--- config.mk ---
export PLATFORM = sky130hd
export DESIGN_NAME = convolution_flat
export DESIGN_NICKNAME = d
export VERILOG_FILES = /design/src/rtl/convolution_if.sv /design/src/rtl/convolution.sv /design/src/flat_wrapper.sv
export SDC_FILE = /design/constraint.sdc
export NUM_CORES = 2
export LEC_CHECK = 0
export CAP_MARGIN = 25
export CORE_MARGIN = 8
export CORE_UTILIZATION = 45
export CTS_CLUSTER_DIAMETER = 150
export CTS_CLUSTER_SIZE = 10
export DETAILED_ROUTE_END_ITERATION = 10
export PLACE_DENSITY_LB_ADDON = 0.1
export RECOVER_POWER = 50
export SLEW_MARGIN = 40
export SYNTH_ARGS = -nofsm -noshare
export SYNTH_HDL_FRONTEND = slang
export SYNTH_SLANG_ARGS = --single-unit
--- constraint.sdc ---
create_clock -name clk_in -period 24.4 [get_ports clk_in]
set_input_delay 7.32 -clock clk_in [delete_from_list [all_inputs] [get_ports clk_in]]
set_output_delay 7.32 -clock clk_in [all_outputs]
set_load 0.05 [all_outputs]
--- src/rtl/convolution_if.sv ---
// Pixel-stream, coefficient and filtered-output signals between the line buffer side and the convolution block.
interface convolution_if #(
    parameter int unsigned DATA_WIDTH   = 8,
    parameter int unsigned HCOUNT_WIDTH = 11,
    parameter int unsigned VCOUNT_WIDTH = 10
);
    logic [2:0][DATA_WIDTH-1:0]   data_in;
    logic                         data_valid_in;
    logic [HCOUNT_WIDTH-1:0]      hcount_in;
    logic [VCOUNT_WIDTH-1:0]      vcount_in;
    logic signed [2:0][2:0][7:0]  coeffs_in;
    logic signed [7:0]            shift_in;
    logic [DATA_WIDTH-1:0]        line_out;
    logic                         data_valid_out;
    logic [HCOUNT_WIDTH-1:0]      hcount_out;
    logic [VCOUNT_WIDTH-1:0]      vcount_out;

    modport master (
        output data_in, data_valid_in, hcount_in, vcount_in, coeffs_in, shift_in,
        input  line_out, data_valid_out, hcount_out, vcount_out
    );

    modport slave (
        input  data_in, data_valid_in, hcount_in, vcount_in, coeffs_in, shift_in,
        output line_out, data_valid_out, hcount_out, vcount_out
    );
endinterface

--- src/rtl/convolution.sv ---
// 3x3 sliding-window convolution: window -> products -> sum -> shift/clamp, one window per cycle.
// Define CONV_ABS_EN to take the magnitude of the sum before the shift.
module convolution #(
    parameter int unsigned DATA_WIDTH   = 8,
    parameter int unsigned HCOUNT_WIDTH = 11,
    parameter int unsigned VCOUNT_WIDTH = 10
) (
    input logic          clk_in,
    input logic          rst_in,
    convolution_if.slave bus
);
    localparam int unsigned PROD_WIDTH = DATA_WIDTH + 9;
    localparam int unsigned SUM_WIDTH  = DATA_WIDTH + 13;

    logic [2:0][2:0][DATA_WIDTH-1:0] r_win;   // [col][row], col 0 oldest
    logic [1:0]                      r_fill;
    logic [1:0]                      w_fill_next;
    logic                            w_issue;
    logic                            r_w_valid;
    logic [HCOUNT_WIDTH-1:0]         r_w_hcount;
    logic [VCOUNT_WIDTH-1:0]         r_w_vcount;

    logic signed [PROD_WIDTH-1:0]    w_prod [3][3];
    logic signed [PROD_WIDTH-1:0]    r_prod [3][3];
    logic                            r_p_valid;
    logic [HCOUNT_WIDTH-1:0]         r_p_hcount;
    logic [VCOUNT_WIDTH-1:0]         r_p_vcount;

    logic signed [SUM_WIDTH-1:0]     w_sum;
    logic signed [SUM_WIDTH-1:0]     r_s_sum;
    logic                            r_s_valid;
    logic [HCOUNT_WIDTH-1:0]         r_s_hcount;
    logic [VCOUNT_WIDTH-1:0]         r_s_vcount;

    logic signed [SUM_WIDTH-1:0]     w_mag;
    logic signed [SUM_WIDTH-1:0]     w_shifted;
    logic [3:0]                      w_shamt;
    logic [DATA_WIDTH-1:0]           w_pix;
    logic [DATA_WIDTH-1:0]           r_line;
    logic                            r_valid;
    logic [HCOUNT_WIDTH-1:0]         r_hcount;
    logic [VCOUNT_WIDTH-1:0]         r_vcount;
    logic                            w_unused;

    assign w_unused = ^bus.shift_in[6:4];

    // Fill count restarts at each line start; a window is issued once three columns of the line are held.
    always_comb begin
        w_fill_next = r_fill;
        if (bus.data_valid_in) begin
            if (bus.hcount_in == '0) begin
                w_fill_next = 2'd1;
            end else if (r_fill != 2'd3) begin
                w_fill_next = r_fill + 2'd1;
            end
        end
        w_issue = bus.data_valid_in && (w_fill_next == 2'd3);
    end

    always_ff @(posedge clk_in or posedge rst_in) begin
        if (rst_in) begin
            r_win      <= '0;
            r_fill     <= '0;
            r_w_valid  <= 1'b0;
            r_w_hcount <= '0;
            r_w_vcount <= '0;
        end else begin
            r_fill    <= w_fill_next;
            r_w_valid <= w_issue;
            if (bus.data_valid_in) begin
                r_win      <= {bus.data_in, r_win[2], r_win[1]};
                r_w_hcount <= bus.hcount_in - HCOUNT_WIDTH'(1);
                r_w_vcount <= bus.vcount_in;
            end
        end
    end

    always_comb begin
        for (int r = 0; r < 3; r++) begin
            for (int c = 0; c < 3; c++) begin
                w_prod[r][c] = PROD_WIDTH'($signed({1'b0, r_win[c][r]}))
                             * PROD_WIDTH'($signed(bus.coeffs_in[r][c]));
            end
        end
    end

    always_ff @(posedge clk_in or posedge rst_in) begin
        if (rst_in) begin
            for (int r = 0; r < 3; r++) begin
                for (int c = 0; c < 3; c++) begin
                    r_prod[r][c] <= '0;
                end
            end
            r_p_valid  <= 1'b0;
            r_p_hcount <= '0;
            r_p_vcount <= '0;
        end else begin
            r_prod     <= w_prod;
            r_p_valid  <= r_w_valid;
            r_p_hcount <= r_w_hcount;
            r_p_vcount <= r_w_vcount;
        end
    end

    always_comb begin
        w_sum = '0;
        for (int r = 0; r < 3; r++) begin
            for (int c = 0; c < 3; c++) begin
                w_sum = w_sum + SUM_WIDTH'(r_prod[r][c]);
            end
        end
    end

    always_ff @(posedge clk_in or posedge rst_in) begin
        if (rst_in) begin
            r_s_sum    <= '0;
            r_s_valid  <= 1'b0;
            r_s_hcount <= '0;
            r_s_vcount <= '0;
        end else begin
            r_s_sum    <= w_sum;
            r_s_valid  <= r_p_valid;
            r_s_hcount <= r_p_hcount;
            r_s_vcount <= r_p_vcount;
        end
    end

    // Negative shift amounts mean no shift; the result saturates into the unsigned pixel range.
    always_comb begin
`ifdef CONV_ABS_EN
        w_mag = r_s_sum[SUM_WIDTH-1] ? -r_s_sum : r_s_sum;
`else
        w_mag = r_s_sum;
`endif
        w_shamt   = bus.shift_in[7] ? 4'd0 : bus.shift_in[3:0];
        w_shifted = w_mag >>> w_shamt;
        if (w_shifted[SUM_WIDTH-1]) begin
            w_pix = '0;
        end else if (|w_shifted[SUM_WIDTH-2:DATA_WIDTH]) begin
            w_pix = '1;
        end else begin
            w_pix = w_shifted[DATA_WIDTH-1:0];
        end
    end

    always_ff @(posedge clk_in or posedge rst_in) begin
        if (rst_in) begin
            r_line   <= '0;
            r_valid  <= 1'b0;
            r_hcount <= '0;
            r_vcount <= '0;
        end else begin
            r_line   <= w_pix;
            r_valid  <= r_s_valid;
            r_hcount <= r_s_hcount;
            r_vcount <= r_s_vcount;
        end
    end

    assign bus.line_out       = r_line;
    assign bus.data_valid_out = r_valid;
    assign bus.hcount_out     = r_hcount;
    assign bus.vcount_out     = r_vcount;
endmodule

--- src/flat_wrapper.sv ---
// flat-port wrapper written by rule: the top's interface ports become plain ports
module convolution_flat 
#(
    parameter int unsigned DATA_WIDTH   = 8,
    parameter int unsigned HCOUNT_WIDTH = 11,
    parameter int unsigned VCOUNT_WIDTH = 10
)
  (clk_in, rst_in, bus_data_in, bus_data_valid_in, bus_hcount_in, bus_vcount_in, bus_coeffs_in, bus_shift_in, bus_line_out, bus_data_valid_out, bus_hcount_out, bus_vcount_out);
  convolution_if #(.DATA_WIDTH(DATA_WIDTH), .HCOUNT_WIDTH(HCOUNT_WIDTH), .VCOUNT_WIDTH(VCOUNT_WIDTH)) bus_i ();
  input logic clk_in;
  input logic rst_in;
  input wire logic [$bits(bus_i.data_in)-1:0] bus_data_in;
  input wire logic [$bits(bus_i.data_valid_in)-1:0] bus_data_valid_in;
  input wire logic [$bits(bus_i.hcount_in)-1:0] bus_hcount_in;
  input wire logic [$bits(bus_i.vcount_in)-1:0] bus_vcount_in;
  input wire logic [$bits(bus_i.coeffs_in)-1:0] bus_coeffs_in;
  input wire logic [$bits(bus_i.shift_in)-1:0] bus_shift_in;
  output wire logic [$bits(bus_i.line_out)-1:0] bus_line_out;
  output wire logic [$bits(bus_i.data_valid_out)-1:0] bus_data_valid_out;
  output wire logic [$bits(bus_i.hcount_out)-1:0] bus_hcount_out;
  output wire logic [$bits(bus_i.vcount_out)-1:0] bus_vcount_out;
  assign bus_i.data_in = bus_data_in;
  assign bus_i.data_valid_in = bus_data_valid_in;
  assign bus_i.hcount_in = bus_hcount_in;
  assign bus_i.vcount_in = bus_vcount_in;
  assign bus_i.coeffs_in = bus_coeffs_in;
  assign bus_i.shift_in = bus_shift_in;
  assign bus_line_out = bus_i.line_out;
  assign bus_data_valid_out = bus_i.data_valid_out;
  assign bus_hcount_out = bus_i.hcount_out;
  assign bus_vcount_out = bus_i.vcount_out;
  convolution #(.DATA_WIDTH(DATA_WIDTH), .HCOUNT_WIDTH(HCOUNT_WIDTH), .VCOUNT_WIDTH(VCOUNT_WIDTH)) u_core (.clk_in(clk_in), .rst_in(rst_in), .bus(bus_i));
endmodule
After elaboration in Yosys (flattened, before gate mapping)
Index checks and enable logic that the tools add are counted.
{"block": "op_classes", "n_addsub": 10, "n_mul": 9, "eq_ne": 2, "shifts": 1, "muxes": 6, "n_reduce_logical": 3}
{"cell": "multiplier 9 x 8 -> 17 bit", "count": 9}
{"cell": "adder 21 x 17 -> 21 bit", "count": 6}
{"cell": ">>> shifter 21 x 4 -> 21 bit", "count": 1}
{"cell": "adder 18 x 17 -> 19 bit", "count": 1}
{"cell": "adder 17 x 17 -> 18 bit", "count": 1}
{"cell": "two-way mux 8 bit", "count": 2}
{"cell": "OR reduction 12 bit", "count": 1}
{"cell": "zero test 11 bit", "count": 1}
{"cell": "subtractor 11 x 1 -> 11 bit (second input constant)", "count": 1}
{"cell": "two-way mux 2 bit", "count": 3}
{"cell": "two-way mux 4 bit", "count": 1}
{"cell": "adder 2 x 1 -> 2 bit (second input constant)", "count": 1}
{"cell": "== test 2 bit (second input constant)", "count": 1}
{"cell": "!= test 2 bit (second input constant)", "count": 1}
{"cell": "logical AND 1 bit", "count": 1}
{"block": "totals", "reg_bits": 344, "input_bits": 128, "output_inout_bits": 30, "wordCells": 64}

Logic depth before layout (Yosys ltp)
{"block": "depth", "word_depth": 8, "mapped_depth": 23, "ltp_nobuf": 22}

Worst setup path before layout
No wires, ideal clock.
{"block": "synth_path", "kind": "in2reg", "start": "input port bus_coeffs_in[47]", "end": "register u_core.r_prod[67] in the netlist's numbering", "setup_ns": 0.131, "arrival_time_ns": 10.954, "t_required_ns": 24.269, "setup_slack_ns": 13.315, "stages": 15, "n_path_buf": 0, "cell_sequence": "inv_1 fa_1 fa_1 inv_1 fa_1 inv_1 fa_1 inv_1 ha_1 o21a_1 o31a_1 o31a_1 o21bai_1 a21oi_1 or3_1"}
{"element": "start, declared", "line_no": "flat_wrapper.sv:16", "rtl": "input wire logic [$bits(bus_i.coeffs_in)-1:0] bus_coeffs_in;"}
{"element": "end signal, assigned", "line_no": "convolution.sv:98", "rtl": "r_prod <= w_prod;"}
{"element": "end, declared", "line_no": "convolution.sv:24", "rtl": "logic signed [PROD_WIDTH-1:0] r_prod [3][3];"}

==> run_results.csv <==
group,metric,value,unit
worst_setup_path,path_class,"input pin to asynchronous set/reset pin",
sta,finalHoldViolCount,0,
cts,numCtsBuffers,40,
synth,synth_cell_type_count,58,
drt,wl,79000,um
cts,ctsHoldBuffers,0,
finish,final_cells,4602,
worst_setup_path,worstReg2RegStart,"u_core.r_prod[104]",
finish,final_nets,4558,
finish,drive_above_1_share,4.35,%
worst_setup_path,slowest_delay,2.87,ns
worst_setup_path,reg2reg_slack,17.66,ns
worst_setup_path,worstPathCellList,"dlygate4sd3_1 > clkinvlp_2 > clkbuf_1",
die,dieWidth,295,um
cts,clk_root_buffer_cell,"clkbuf_16",
synth,synth_flop_cell,"dfrtp_1",
synth,ys_top_cells_by_area,"fa_1 (25%), dfrtp_1 (25%), ha_1 (15%)",
sta,fmax,72.0,MHz
sta,skew,0.0428,ns
synth,yosysTopAreaCellShare,25.4,%
hold_path,hold_depth,0,
sta,final.period_utilization,56.9,%
global_route,grtUsageTotal,18.9,%
drt,dr.pass1.iters,7,
worst_setup_path,cp-start-kind,"input pin",
global_route,grt_remaining_overflow,0,
outcome,status,"finished, violations left",
worst_setup_path,critPathArrivalTime,13.69,ns
synth,synth.cell_area,35000,um^2
cts,path_clk_slew,0.06,ns
global_route,grt_max_degree,160,
die,fp.coreArea,77200,um^2
worst_setup_path,critPathMaxFanout,116,
sta,timing.hold.ws,0.330,ns
drt,via_count,23747,
cts,clk-insertion-delay-late,0.58,ns
finish,syn_to_final_growth,10.6,%
sta,fin_crit,13.89,ns
cts,clock_sink_count,344,
placement,place.gp.congestion,0.861,
die,rows,102,
synth,synth_area_leader_cell,"fa_1",
global_route,grt_pass1_wl,135000,um
hold_path,whs_endpoint,"u_core.r_s_hcount[6]",
cts,htree_levels,2,
synth,avgSynthCellArea,10.2,um^2
placement,dp_cells,4556,
worst_setup_path,worstPathRequired,24.20,ns
die,io_pins,158,
synth,yosysWarningCount,0,
synth,postSynthCellCount,3420,
cts,cts_tree,"built",
synth,synth_edf_count,0,
synth,ys_seq_area_share,24.6,%
synth,synthesis.nets,4419,
finish,fill_cells,7104,
synth,async_reset_ff_share,100,%
cts,cts_resized,0,
worst_setup_path,r2r-end,"u_core.r_s_sum[20]",
sta,maxSlewViolCount,302,
die,dieArea,87000,um^2
drt,wire_per_inst,17.2,um
hold_path,worstHoldStart,"u_core.r_p_hcount[6]",
sta,maxSlewHeadroom,-249,%
cts,postCtsSetupBuffers,0,
hold_path,hold_class,"register to register",
drt,ant_nets,0,
drt,routed_via_density,5.16,
worst_setup_path,crit_family,"buffers and inverters",
drt,drc,0,
worst_setup_path,worstSetupEndpointType,"asynchronous set/reset pin",
global_route,antenna_found_initial,4,
outcome,violations,"max-capacitance violations, max-slew violations",
worst_setup_path,slowest_stage,"clkinvlp_2",
synth,synth.most_common_cell,"inv_1",
sta,tns,0,ns
placement,hpwl,63700,um
worst_setup_path,reg2reg_depth,20,
drt,drt_first_iter_violations,1004,
global_route,grt_pass1_vias,26086,
die,initial_core_util,45.4,%
placement,port_buffers,154,
cts,cts_buffer_depth,3,
flow_run,max-cap-violations,4,
die,fp.dieH,295,um
synth,ys_ff_latch,344,
synth,ys_top_cells_by_count,"inv_1 (621), fa_1 (444), ha_1 (427), dfrtp_1 (344), and2_1 (299)",
sta,worst_slew_pin_slew,5.21,ns
sta,rsz0062_at_grt,"false",
worst_setup_path,path_buf_inv,3,
sta,finalSetupViolCount,0,
[cell families (layout without fill, tap and decap cells)]
kind of cell,Yosys count,after routing,synth area share (%)
AOI/OAI and AO/OA,405,405,7.98
DFF,344,344,24.6
buffers and inverters,683,824,7.37
and+or+nand+nor,900,900,13.1
other,0,1,0
adders and majority gates,871,871,40.6
muxes,113,113,3.71
xor gates and xnor gates,104,104,2.60
[metal layers]
layer  wire (um)  share of wire, %  up-vias  global-route usage [%]
met5          13             0.016        -                       0
met4        1180               1.5        2                    3.50
met3        3280               4.2       78                    2.57
met2       37400                47      454                    31.7
met1       37100                47    11964                    26.3
li1            -                 -    11249                       -
[stage by stage]
step / cell area (um^2) / util [%] / setup WS [ns]
6_report: 38800 / 50.2 / 10.51
5_1_grt: 38700 / 50.2 / 8.78
4_1_cts: 38800 / 50.2 / 12.69
3_5_place_dp: 37700 / 48.8 / 12.16
3_3_place_gp: 37700 / 48.8 / 12.22
2_1_floorplan: 35000 / - / 7.54
[area by class of cell]
| cell class | instances | area (um^2) | area share, % |
|---|---|---|---|
| Sequential cell | 344 | 8610 | 22.2 |
| Clock buffer | 40 | 1000 | 2.58 |
| Multi-Input combinational cell | 2393 | 23800 | 61.5 |
| Clock inverter | 4 | 75.1 | 0.194 |
| Inverter | 621 | 2330 | 6.02 |
| Timing Repair Buffer | 159 | 1590 | 4.09 |
| Antenna cell | 1 | 2.50 | 0.00646 |
| Tap cell | 1040 | 1300 | 3.36 |
[layout by cell type, fill, tap and decap left out, types with 29 or more instances in the layout]
master / count
o21a_1: 49
nand2b_1: 58
nand2_1: 268
dfrtp_1: 344
and2_1: 285
ha_1: 427
nor2_1: 146
a21o_1: 32
inv_1: 620
a21oi_1: 84
clkdlybuf4s50_1: 143
o31a_1: 29
mux2_2: 84
clkbuf_16: 40
xnor2_1: 93
o21ai_0: 58
fa_1: 444
[worst register-to-register path: stages, from the launching register on]
cell       delay (ns)
dfrtp_1          0.43
fa_1             0.60
ha_1             0.25
a211o_1          0.34
a2111oi_0        0.64
o31ai_1          0.26
and4_1           0.28
a21boi_0         0.22
xnor2_1          0.21
fa_1             0.47
inv_1            0.09
fa_1             0.43
fa_1             0.40
fa_1             0.51
inv_1            0.04
ha_1             0.34
a21oi_1          0.15
o21ai_0          0.13
o31a_1           0.26
or2_2            0.29
a211oi_1         0.28
[how the worst max path moves through the flow]
| stage | startpoint | to | slack [ns] | cells after the start |
|---|---|---|---|---|
| final | rst_in | u_core.r_prod[29] | 10.51 | 3 |
| after global routing | rst_in | u_core.r_win[29] | 8.78 | 3 |
| after floorplan | rst_in | u_core.bus.data_valid_out | 7.54 | 1 |
| after CTS | bus_coeffs_in[39] | u_core.r_prod[82] | 12.69 | 16 |
| after detailed placement | bus_coeffs_in[47] | u_core.r_prod[67] | 12.16 | 16 |
| after global placement | bus_coeffs_in[39] | u_core.r_prod[82] | 12.22 | 16 |
[flip-flops by register name, summed over array words and instances (netlist names)]
signal                     cells
u_core.r_prod                153
u_core.r_win                  72
u_core.r_s_sum                21
u_core.bus.hcount_out         11
u_core.r_p_hcount             11
u_core.r_s_hcount             11
u_core.r_w_hcount             11
u_core.bus.vcount_out         10
u_core.r_p_vcount             10
u_core.r_s_vcount             10
u_core.r_w_vcount             10
u_core.bus.line_out            8
u_core.r_fill                  2
u_core.bus.data_valid_out      1
u_core.r_p_valid               1
u_core.r_s_valid               1
u_core.r_w_valid               1
Power is left out: the tool's default activity adds up to more than one toggle a clock period on the data nets, which glitch-free logic cannot reach.
